$ cat src/rtl/bpf_predecode_pkg.sv
`default_nettype none
// =============================================================================
// Module      : bpf_predecode_pkg
// Description : Shared BPU prediction/update types, branch encodings and the
//               direct-branch offset decode used by the pre-decode checker.
// Revision    : 1.0 - initial release
// =============================================================================
package bpf_predecode_pkg;

    localparam int BPU_FETCH_WIDTH = 2;
    // Wide enough for the largest supported packet (8 slots).
    localparam int BPU_FSC_W       = 3;

    typedef enum logic [1:0] {
        BRANCH_INVALID = 2'd0,
        PC_RELATIVE    = 2'd1,
        ABSOLUTE       = 2'd2,
        INDIRECT       = 2'd3
    } branch_type_t;

    typedef struct packed {
        branch_type_t branch_type;
    } ex_info_t;

    typedef struct packed {
        ex_info_t ex;
    } decode_info_t;

    typedef struct packed {
        logic                 taken;
        logic [BPU_FSC_W-1:0] fsc;
        logic [31:0]          npc;
        logic [2:0]           lphr;
        logic [4:0]           lphr_index;
    } bpu_predict_t;

    typedef struct packed {
        logic [31:0]  pc;
        logic [31:0]  br_target;
        logic         br_taken;
        branch_type_t br_type;
        logic [2:0]   lphr;
        logic [4:0]   lphr_index;
        logic         btb_update;
        logic         lpht_update;
        logic         bht_update;
    } bpu_update_t;

    localparam logic [5:0] OP_B    = 6'b010100;
    localparam logic [5:0] OP_BL   = 6'b010101;
    localparam logic [5:0] OP_BEQ  = 6'b010110;
    localparam logic [5:0] OP_BGEU = 6'b011011;

    // Byte offset of a direct branch: offs26 for B/BL, offs16 for compares.
    function automatic logic [31:0] direct_offset(input logic [31:0] inst);
        logic [25:0] offs26;
        logic [15:0] offs16;
        offs26 = {inst[9:0], inst[25:10]};
        offs16 = inst[25:10];
        if (inst[31:26] == OP_B || inst[31:26] == OP_BL) begin
            direct_offset = {{4{offs26[25]}}, offs26, 2'b00};
        end else begin
            direct_offset = {{14{offs16[15]}}, offs16, 2'b00};
        end
    endfunction

endpackage
`default_nettype wire

$ cat src/rtl/bpf_target_calc.sv
`default_nettype none
// =============================================================================
// Module      : bpf_target_calc
// Description : Per-slot combinational direct-branch detect and target adder.
// Revision    : 1.0 - initial release
// =============================================================================
module bpf_target_calc
    import bpf_predecode_pkg::*;
(
    input  logic [31:0] pc_i,
    input  logic [31:0] inst_i,
    output logic        direct_o,
    output logic [31:0] target_o
);

    logic [5:0] opcode;
    logic       is_uncond;
    logic       is_cond;

    assign opcode    = inst_i[31:26];
    assign is_uncond = (opcode == OP_B) || (opcode == OP_BL);
    assign is_cond   = (opcode >= OP_BEQ) && (opcode <= OP_BGEU);
    assign direct_o  = is_uncond || is_cond;
    assign target_o  = pc_i + direct_offset(inst_i);

endmodule
`default_nettype wire

$ cat src/rtl/bpf_predecode.sv
`default_nettype none
// =============================================================================
// Module      : bpf_predecode
// Description : Pre-decode check of predicted-taken packets; corrects false
//               predictions, redirects fetch and queues BPU training updates.
//               Define BPF_TARGET_CHECK_EN to add the direct-target check.
// Revision    : 1.0 - initial release
// =============================================================================
module bpf_predecode
    import bpf_predecode_pkg::*;
#(
    parameter int FETCH_WIDTH = BPU_FETCH_WIDTH,
    parameter int UPD_DEPTH   = 4,
    parameter int CNT_W       = 16
) (
    input  logic                         clk,
    input  logic                         rst_n,
    input  logic                         flush_i,
    input  logic                         valid_i,
    output logic                         ready_o,
    input  logic [31:0]                  pc_i,
    input  logic [FETCH_WIDTH-1:0][31:0] inst_i,
    input  decode_info_t [FETCH_WIDTH-1:0] decode_i,
    input  bpu_predict_t                 predict_i,
    output logic                         valid_o,
    output bpu_predict_t                 predict_o,
    output logic                         redirect_o,
    output logic [31:0]                  redirect_pc_o,
    output logic                         update_valid_o,
    input  logic                         update_ready_i,
    output bpu_update_t                  update_o,
    output logic [CNT_W-1:0]             fix_cnt_o
);

    localparam int PKT_BYTES = FETCH_WIDTH * 4;
    localparam int PTR_W     = $clog2(UPD_DEPTH);

    logic [31:0]          pc_base;
    logic [31:0]          fall_pc;
    logic [BPU_FSC_W-1:0] slot;
    branch_type_t         sel_type;
    logic                 false_taken;
    logic                 wrong_tgt;
    logic [31:0]          sel_target;
    logic                 corr;
    bpu_predict_t         pred_fix;
    bpu_update_t          upd_entry;
    logic                 accept;
    logic                 push;
    logic                 pop;

    logic                 valid_q;
    bpu_predict_t         predict_q;
    logic                 redirect_q;
    logic [31:0]          redirect_pc_q;
    logic [CNT_W-1:0]     fix_cnt_q,  fix_cnt_d;
    logic [PTR_W-1:0]     wr_ptr_q,   wr_ptr_d;
    logic [PTR_W-1:0]     rd_ptr_q,   rd_ptr_d;
    logic [PTR_W:0]       count_q,    count_d;
    bpu_update_t          mem_q [UPD_DEPTH];

    assign pc_base = pc_i & ~32'(PKT_BYTES - 1);
    assign fall_pc = pc_base + 32'(PKT_BYTES);
    assign slot    = predict_i.fsc & BPU_FSC_W'(FETCH_WIDTH - 1);

    always_comb begin
        sel_type = BRANCH_INVALID;
        for (int i = 0; i < FETCH_WIDTH; i++) begin
            if (slot == BPU_FSC_W'(i)) begin
                sel_type = decode_i[i].ex.branch_type;
            end
        end
    end

    assign false_taken = predict_i.taken && (sel_type == BRANCH_INVALID);

`ifdef BPF_TARGET_CHECK_EN
    logic [FETCH_WIDTH-1:0]       slot_direct;
    logic [FETCH_WIDTH-1:0][31:0] slot_target;
    logic                         sel_direct;

    for (genvar g = 0; g < FETCH_WIDTH; g++) begin : g_tcalc
        bpf_target_calc u_calc (
            .pc_i     (pc_base + 32'(g * 4)),
            .inst_i   (inst_i[g]),
            .direct_o (slot_direct[g]),
            .target_o (slot_target[g])
        );
    end

    always_comb begin
        sel_direct = 1'b0;
        sel_target = '0;
        for (int i = 0; i < FETCH_WIDTH; i++) begin
            if (slot == BPU_FSC_W'(i)) begin
                sel_direct = slot_direct[i];
                sel_target = slot_target[i];
            end
        end
    end

    assign wrong_tgt = predict_i.taken && sel_direct && (predict_i.npc != sel_target);
`else
    logic unused_inst;
    assign unused_inst = ^inst_i;
    assign sel_target  = '0;
    assign wrong_tgt   = 1'b0;
`endif

    // False-taken outranks wrong-target.
    always_comb begin
        corr                 = 1'b0;
        pred_fix             = predict_i;
        upd_entry            = '0;
        upd_entry.pc         = pc_i;
        upd_entry.br_type    = PC_RELATIVE;
        upd_entry.lphr       = predict_i.lphr;
        upd_entry.lphr_index = predict_i.lphr_index;
        if (false_taken) begin
            corr                  = 1'b1;
            pred_fix.npc          = fall_pc;
            pred_fix.taken        = 1'b0;
            upd_entry.br_target   = fall_pc;
            upd_entry.br_taken    = 1'b0;
            upd_entry.btb_update  = 1'b1;
            upd_entry.lpht_update = 1'b1;
            upd_entry.bht_update  = 1'b1;
        end else if (wrong_tgt) begin
            corr                  = 1'b1;
            pred_fix.npc          = sel_target;
            upd_entry.br_target   = sel_target;
            upd_entry.br_taken    = 1'b1;
            upd_entry.btb_update  = 1'b1;
        end
    end

    // The packet following a redirect is fetch's shadow and is squashed.
    assign ready_o = count_q < (PTR_W + 1)'(UPD_DEPTH);
    assign accept  = valid_i && ready_o && !flush_i && !redirect_q;
    assign push    = accept && corr;
    assign pop     = update_valid_o && update_ready_i;

    always_comb begin
        fix_cnt_d = fix_cnt_q;
        wr_ptr_d  = wr_ptr_q;
        rd_ptr_d  = rd_ptr_q;
        count_d   = count_q;
        if (push && (fix_cnt_q != '1)) begin
            fix_cnt_d = fix_cnt_q + CNT_W'(1);
        end
        if (push) begin
            wr_ptr_d = wr_ptr_q + PTR_W'(1);
        end
        if (pop) begin
            rd_ptr_d = rd_ptr_q + PTR_W'(1);
        end
        case ({push, pop})
            2'b10:   count_d = count_q + (PTR_W + 1)'(1);
            2'b01:   count_d = count_q - (PTR_W + 1)'(1);
            default: count_d = count_q;
        endcase
    end

    always_ff @(posedge clk) begin
        if (!rst_n) begin
            valid_q       <= 1'b0;
            predict_q     <= '0;
            redirect_q    <= 1'b0;
            redirect_pc_q <= '0;
            fix_cnt_q     <= '0;
            wr_ptr_q      <= '0;
            rd_ptr_q      <= '0;
            count_q       <= '0;
        end else begin
            valid_q    <= accept;
            redirect_q <= push;
            if (accept) begin
                predict_q <= pred_fix;
            end
            if (push) begin
                redirect_pc_q <= pred_fix.npc;
            end
            fix_cnt_q <= fix_cnt_d;
            wr_ptr_q  <= wr_ptr_d;
            rd_ptr_q  <= rd_ptr_d;
            count_q   <= count_d;
        end
    end

    always_ff @(posedge clk) begin
        if (push) begin
            mem_q[wr_ptr_q] <= upd_entry;
        end
    end

    assign valid_o        = valid_q;
    assign predict_o      = predict_q;
    assign redirect_o     = redirect_q;
    assign redirect_pc_o  = redirect_pc_q;
    assign fix_cnt_o      = fix_cnt_q;
    assign update_valid_o = (count_q != '0);
    assign update_o       = update_valid_o ? mem_q[rd_ptr_q] : '0;

endmodule
`default_nettype wire
$ cat config.mk
export PLATFORM = sky130hd
export DESIGN_NAME = bpf_predecode
export DESIGN_NICKNAME = d
export VERILOG_FILES = /design/src/rtl/bpf_predecode_pkg.sv /design/src/rtl/bpf_target_calc.sv /design/src/rtl/bpf_predecode.sv
export SDC_FILE = /design/constraint.sdc
export NUM_CORES = 1
export LEC_CHECK = 0
export CORE_UTILIZATION = 35
export CTS_CLUSTER_SIZE = 8
export DETAILED_ROUTE_END_ITERATION = 12
export GPL_ROUTABILITY_DRIVEN = 0
export PLACE_DENSITY = 0.65
export SETUP_SLACK_MARGIN = 0.2
export SYNTH_ARGS = -nofsm -noshare
export SYNTH_HDL_FRONTEND = slang
export SYNTH_HIERARCHICAL = 1
export SYNTH_SLANG_ARGS = --single-unit
$ cat constraint.sdc
create_clock -name clk -period 5.85 [get_ports clk]
set_clock_uncertainty 0.15 [all_clocks]
set_input_delay 1.4625 -clock clk [delete_from_list [all_inputs] [get_ports clk]]
set_output_delay 1.4625 -clock clk [all_outputs]
set_load 0.005 [all_outputs]
==> flow_metrics.py, run 1 <==
metrics = {
    "detailed_routing": {
        "first_pass_iters": 5,
        "drcViolationCount": 0,
        "wl_um": 42600,
        "ant_nets": 0,
        "wire_per_inst_um": 21.9,
        "first_iter_violations": 735,
        "avgViaCountPerCell": 5.10,
        "vias": 9915,
    },
    "power_and_ir_drop": {
        "pwr-share-clk_pct": 45.7,
        "total_leakage_power_nw": 6.56,
        "swShare_pct": 21.6,
        "intPower_mw": 4.82,
        "p_per_area_nw_per_um2": 305,
        "p_comb_share_pct": 6.3,
        "p_total_mw": 6.15,
        "vdd_drop_max_uv": 220,
        "pwr-share-seq_pct": 48.0,
        "p_sw_mw": 1.33,
    },
    "logic_synthesis": {
        "ys_top_cells_by_area": "edfxtp_1 55%, dfxtp_1 13%, mux4_2 10%",
        "yosysSeqAreaShare_pct": 68.1,
        "synthFlopType": "edfxtp_1",
        "synth_edf_count": 280,
        "synth.largest_area_cell": "edfxtp_1",
        "ys_types": 49,
        "yosys_warnings": 6,
        "synthesis.area_um2": 15400,
        "syn_area_per_cell_um2": 14.6,
        "syn_inst": 1055,
        "synthArstFlopShare_pct": 0,
        "ys_seq_elements": 383,
        "yosys.area.top_type_share_pct": 54.7,
    },
    "global_route": {
        "grt_pass1_wl_um": 63400,
        "met1_usage_pct": 25.6,
        "antenna_found_initial": 0,
        "grt_util_met2_pct": 30.9,
        "busiest_layer": "met2",
        "grt_util_met3_pct": 5.19,
        "grt_pass1_vias": 10071,
        "grt-ovfl-total": 0,
        "grt_use_total_pct": 19.3,
        "grt_max_degree": 55,
    },
    "sta": {
        "worst_pin_slew_ns": 0.958,
        "fin_tns_setup_ns": 0,
        "fin_ws_ns": 1.22,
        "min_period_over_period_pct": 79.1,
        "finalCriticalPeriod_ns": 4.63,
        "max_slew_margin_pct": 36.1,
        "setup_viol": 0,
        "final-hold-violation-count": 0,
        "rsz0062_at_grt": "false",
        "maxClockFrequency_mhz": 216,
        "final-max-slew-violation-count": 0,
    },
    "cts": {
        "insertion_delay_ns": 0.58,
        "clk_pin_slew_ns": 0.05,
        "post_cts_buffers": 0,
        "cts_sinks": 383,
        "ctsHtreeMaxLevel": 2,
        "cts_hold_buf": 0,
        "post_cts_resized": 0,
        "numCtsBuffers": 53,
        "clk_path_buf_depth": 3,
        "tritoncts": "yes",
        "cts_root_buf": "clkbuf_16",
    },
    "die": {
        "rows": 76,
        "ios": 323,
        "die_w_um": 212,
        "core-area_um2": 43200,
        "die_area_um2": 44800,
        "die_y_um": 212,
        "initial_utilization_pct": 35.6,
    },
    "cells_and_area": {
        "fill_cells": 3874,
        "fin_cells": 1945,
        "syn_to_final_growth_pct": 30.9,
        "n_antenna_cell": 0,
        "regArea_um2": 10500,
        "stdcell_area_um2": 20100,
        "drive_above_1_share_pct": 12.0,
        "nNetsFinal": 1473,
        "final_common_cell": "edfxtp_1",
        "layout_common_cells": "280 x edfxtp_1, 252 x clkdlybuf4s50_1, 101 x dfxtp_1, 74 x and2_1, 74 x nand2_1",
        "multi_input_area_um2": 4580,
    },
    "worst_setup_path": {
        "path_buf_inv": 2,
        "startpoint_type": "register",
        "cpMaxStageDelayCell": "or3_2",
        "crit_chain": "or3_2 > buf_4 > and2_1 > clkdlybuf4s50_1",
        "criticalPathCategory": "register to output port",
        "arrival_ns": 3.01,
        "slowest_delay_ns": 0.67,
        "cpLargestDelayFamily": "buffers and inverters",
        "cp_max_fo": 40,
        "end_kind": "output port",
        "crit_required_ns": 4.24,
    },
    "placed_design": {
        "port_buffers": 253,
        "place_area_um2": 18600,
        "dp.cells": 1846,
        "hpwl_um": 28000,
        "place_ws_ns": 0.964,
    },
    "outcome": {
        "run_status": "finished, final reports clean",
    },
    "job": {
        "cap_violations": 0,
    },
    "worst_hold_path": {
        "min-delay-path-class": "register to register",
    },
}
-- synthesized netlist by cell type (all sizes together), types with 2 or more instances --
library cell    n
o2111ai         2
nor4            7
nand2          74
ha              7
a31o            2
or4             6
o211ai          6
o21ai          40
edfxtp        280
clkbuf         47
buf            25
and4            5
nor2           51
o221ai          7
xnor2          10
xor2           21
and3           10
nand4          16
and2           81
a31oi           2
nor3           10
o31ai           2
mux2i           6
or3            10
mux4           70
nand2b          3
a221oi          2
a211oi         13
inv            20
nand3          35
dfxtp         103
a21oi          69
-- power by group through the flow --
stage               combinational (mW)  clock (mW)  sequential (mW)
floorplan                        0.161           0             3.00
global placement                 0.387           0             3.00
detailed placement               0.391           0             3.01
CTS                              0.393        2.87             2.95
global route                     0.417        2.99             2.95
finish                           0.386        2.81             2.95
-- final cells by class --
cell class	instances	share of cell area, %
Sequential cell	383	52.1
Multi-Input combinational cell	584	22.8
Timing Repair Buffer	274	13.7
Clock buffer	97	7.41
Tap cell	585	3.64
Inverter	20	0.373
Clock inverter	2	0.0870
-- per-layer routing --
metal | vias up | share of wire (%)
met5 | - | 0
met4 | 0 | 2.0
met3 | 59 | 6.7
met2 | 315 | 48
met1 | 5013 | 43
li1 | 4528 | -
-- state kept, by name, summed over array words and instances (netlist names), named ones only --
signal,cells
wr_ptr_q,2
count_q,3
mem_q,280
rd_ptr_q,2
redirect_pc_o,32
predict_o,44
fix_cnt_o,16
redirect_o,1
valid_o,1
-- final timing paths --
| check | startpoint | cells after the start | to | slack [ns] |
|---|---|---|---|---|
| worst max-delay path | count_q[2] | 4 | update_o[45] | 1.22 |
| worst min-delay path | predict_o[3] | 2 | predict_o[3] | 0.30 |
| worst max register to register | count_q[2] | 10 | count_q[2] | 2.49 |
| worst min register to register | predict_o[3] | 2 | predict_o[3] | 0.30 |
-- metrics by stage --
stage	utilization [%]	hold WS (ns)
2_1_floorplan	-	0.298
3_3_place_gp	43.1	0.291
6_report	46.6	0.301
5_1_grt	46.6	0.315
4_1_cts	46.6	0.303
3_5_place_dp	43.1	0.295
-- cell families after synthesis --
kind of cell    count (synthesis)  synth area share (%)
flops                         383                  68.1
fa+ha+maj                       8                 0.700
xor+xnor                       31                  1.77
buf+inv                        92                  2.47
compound gates                152                  5.82
other cells                     1                0.0244
simple gates                  312                  10.5
mux                            76                  10.6
-- worst min-delay path: cells and delay by family, from the launching register on --
family / cells / cell delay (ns)
AO/OA/AOI/OAI: 1 / 0.05
flip-flops: 1 / 0.30
AND/OR/NAND/NOR: 1 / 0.05
(Power assumes the default switching activity.)
==> inputs of run 2 (changes only) <==
==> constraint.sdc (replaced) <==
create_clock -name clk -period 4.7 [get_ports clk]
set_clock_uncertainty 0.15 [all_clocks]
set_input_delay 1.175 -clock clk [delete_from_list [all_inputs] [get_ports clk]]
set_output_delay 1.175 -clock clk [all_outputs]
set_load 0.005 [all_outputs]
==> flow_metrics.py, run 2 (synthesis results as in run 1) <==
metrics = {
    "outcome": {
        "run_status": "finished, final reports clean",
    },
    "power_and_ir_drop": {
        "total_leakage_power_nw": 6.71,
        "intPower_mw": 6.07,
        "p_sw_mw": 1.64,
        "p_total_mw": 7.71,
        "p_comb_share_pct": 6.4,
        "pwr-share-clk_pct": 46.0,
        "vdd_drop_max_uv": 246,
        "pwr-share-seq_pct": 47.6,
        "p_per_area_nw_per_um2": 378,
        "swShare_pct": 21.3,
    },
    "detailed_routing": {
        "first_iter_violations": 650,
        "drcViolationCount": 0,
        "avgViaCountPerCell": 5.02,
        "wire_per_inst_um": 21.4,
        "first_pass_iters": 5,
        "vias": 9899,
        "ant_nets": 0,
        "wl_um": 42100,
    },
    "sta": {
        "fin_tns_setup_ns": 0,
        "min_period_over_period_pct": 91.0,
        "max_slew_margin_pct": 27.1,
        "final-hold-violation-count": 0,
        "worst_pin_slew_ns": 1.09,
        "finalCriticalPeriod_ns": 4.28,
        "maxClockFrequency_mhz": 234,
        "final-max-slew-violation-count": 0,
        "setup_viol": 0,
        "whs_ns": 0.301,
        "rsz0062_at_grt": "false",
    },
    "global_route": {
        "antenna_found_initial": 2,
        "met1_usage_pct": 25.0,
        "grt_pass1_vias": 9982,
        "grt-ovfl-total": 0,
        "grt_use_total_pct": 19.0,
        "grt_max_degree": 63,
        "grt_pass1_wl_um": 62700,
        "busiest_layer": "met2",
        "grt_util_met3_pct": 5.09,
        "grt_util_met2_pct": 30.2,
    },
    "cts": {
        "post_cts_resized": 0,
        "cts_sinks": 383,
        "ctsHtreeMaxLevel": 2,
        "post_cts_buffers": 0,
        "numCtsBuffers": 53,
        "cts_hold_buf": 0,
        "tritoncts": "yes",
        "cts_root_buf": "clkbuf_16",
        "clk_path_buf_depth": 3,
        "clk_pin_slew_ns": 0.05,
        "insertion_delay_ns": 0.57,
    },
    "die": {
        "die_area_um2": 44800,
        "die_y_um": 212,
        "die_w_um": 212,
        "ios": 323,
        "core-area_um2": 43200,
        "initial_utilization_pct": 35.6,
        "rows": 76,
    },
    "cells_and_area": {
        "fill_cells": 3853,
        "syn_to_final_growth_pct": 32.8,
        "largest_reg_flops": 280,
        "final_common_cell": "edfxtp_1",
        "drive_above_1_share_pct": 13.5,
        "largest-register": "mem_q",
        "layout_common_cells": "280 x edfxtp_1, 252 x clkdlybuf4s50_1, 101 x dfxtp_1, 74 x and2_1, 74 x nand2_1",
        "final_util_pct": 47.3,
        "nNetsFinal": 1496,
        "stdcell_area_um2": 20400,
    },
    "worst_setup_path": {
        "arrival_ns": 2.95,
        "crit_required_ns": 3.38,
        "startpoint_type": "register",
        "end_kind": "output port",
        "criticalPathCategory": "register to output port",
        "cp_max_fo": 48,
    },
    "job": {
        "cap_violations": 0,
    },
    "placed_design": {
        "port_buffers": 253,
        "place_area_um2": 18900,
        "hpwl_um": 28100,
    },
    "worst_hold_path": {
        "min-delay-path-class": "register to register",
    },
}
[run 2: critical path, cell delays in order (launching register included)]
cell and delay [ns]:
dfxtp_1 0.43, or3_2 0.90, buf_4 0.33, and2_1 0.18, clkdlybuf4s50_1 0.51
[run 2: cell type report]
type                       instances  area, um^2  area share, %
antenna                            1        2.50         0.0123
clock buffer                      99        1540           7.55
clock inverter                     1        8.76         0.0429
inverter                          20        75.1          0.368
multi-input combinational        584        4580           22.4
sequential                       383       10500           51.3
tap                              585         732           3.59
timing repair buffer             297        3000           14.7
[run 2: power by group through the flow]
stage | combinational, mW | sequential [mW] | clock (mW)
final | 0.495 | 3.67 | 3.54
after global placement | 0.493 | 3.74 | 0
after detailed placement | 0.499 | 3.74 | 0
after global routing | 0.535 | 3.67 | 3.76
after CTS | 0.502 | 3.67 | 3.62
after floorplan | 0.200 | 3.74 | 0
[run 2: final timing paths]
check | startpoint | endpoint | slack [ns] | cells past startpoint
worst min register to register | predict_o[10] | predict_o[10] | 0.30 | 2
worst max register to register | count_q[2] | count_q[2] | 1.62 | 8
worst max-delay path | count_q[2] | update_o[43] | 0.42 | 4
worst min-delay path | predict_o[10] | predict_o[10] | 0.30 | 2
[run 2: per-layer routing]
metal	up-vias	wire, um
met5	-	13
met1	4938	18000
li1	4574	-
met2	315	19800
met3	70	3090
met4	2	1160
[run 2: through the flow]
stage               setup slack [ns]  cells
global placement               0.534   1869
CTS                            0.352   1969
detailed placement             0.462   1869
floorplan                      0.575   1059
finish                         0.422   1970
global route                   0.203   1969
==> inputs of run 3 (changes only) <==
--- a/config.mk
+++ b/config.mk
@@ -13,5 +13,4 @@
 export SETUP_SLACK_MARGIN = 0.2
 export SYNTH_ARGS = -nofsm -noshare
 export SYNTH_HDL_FRONTEND = slang
-export SYNTH_HIERARCHICAL = 1
 export SYNTH_SLANG_ARGS = --single-unit
==> results of run 3 <==
No change in the layout: final DEF, timing and power equal those of run 2.
Main changes from that run: Yosys warning count 6 -> 0
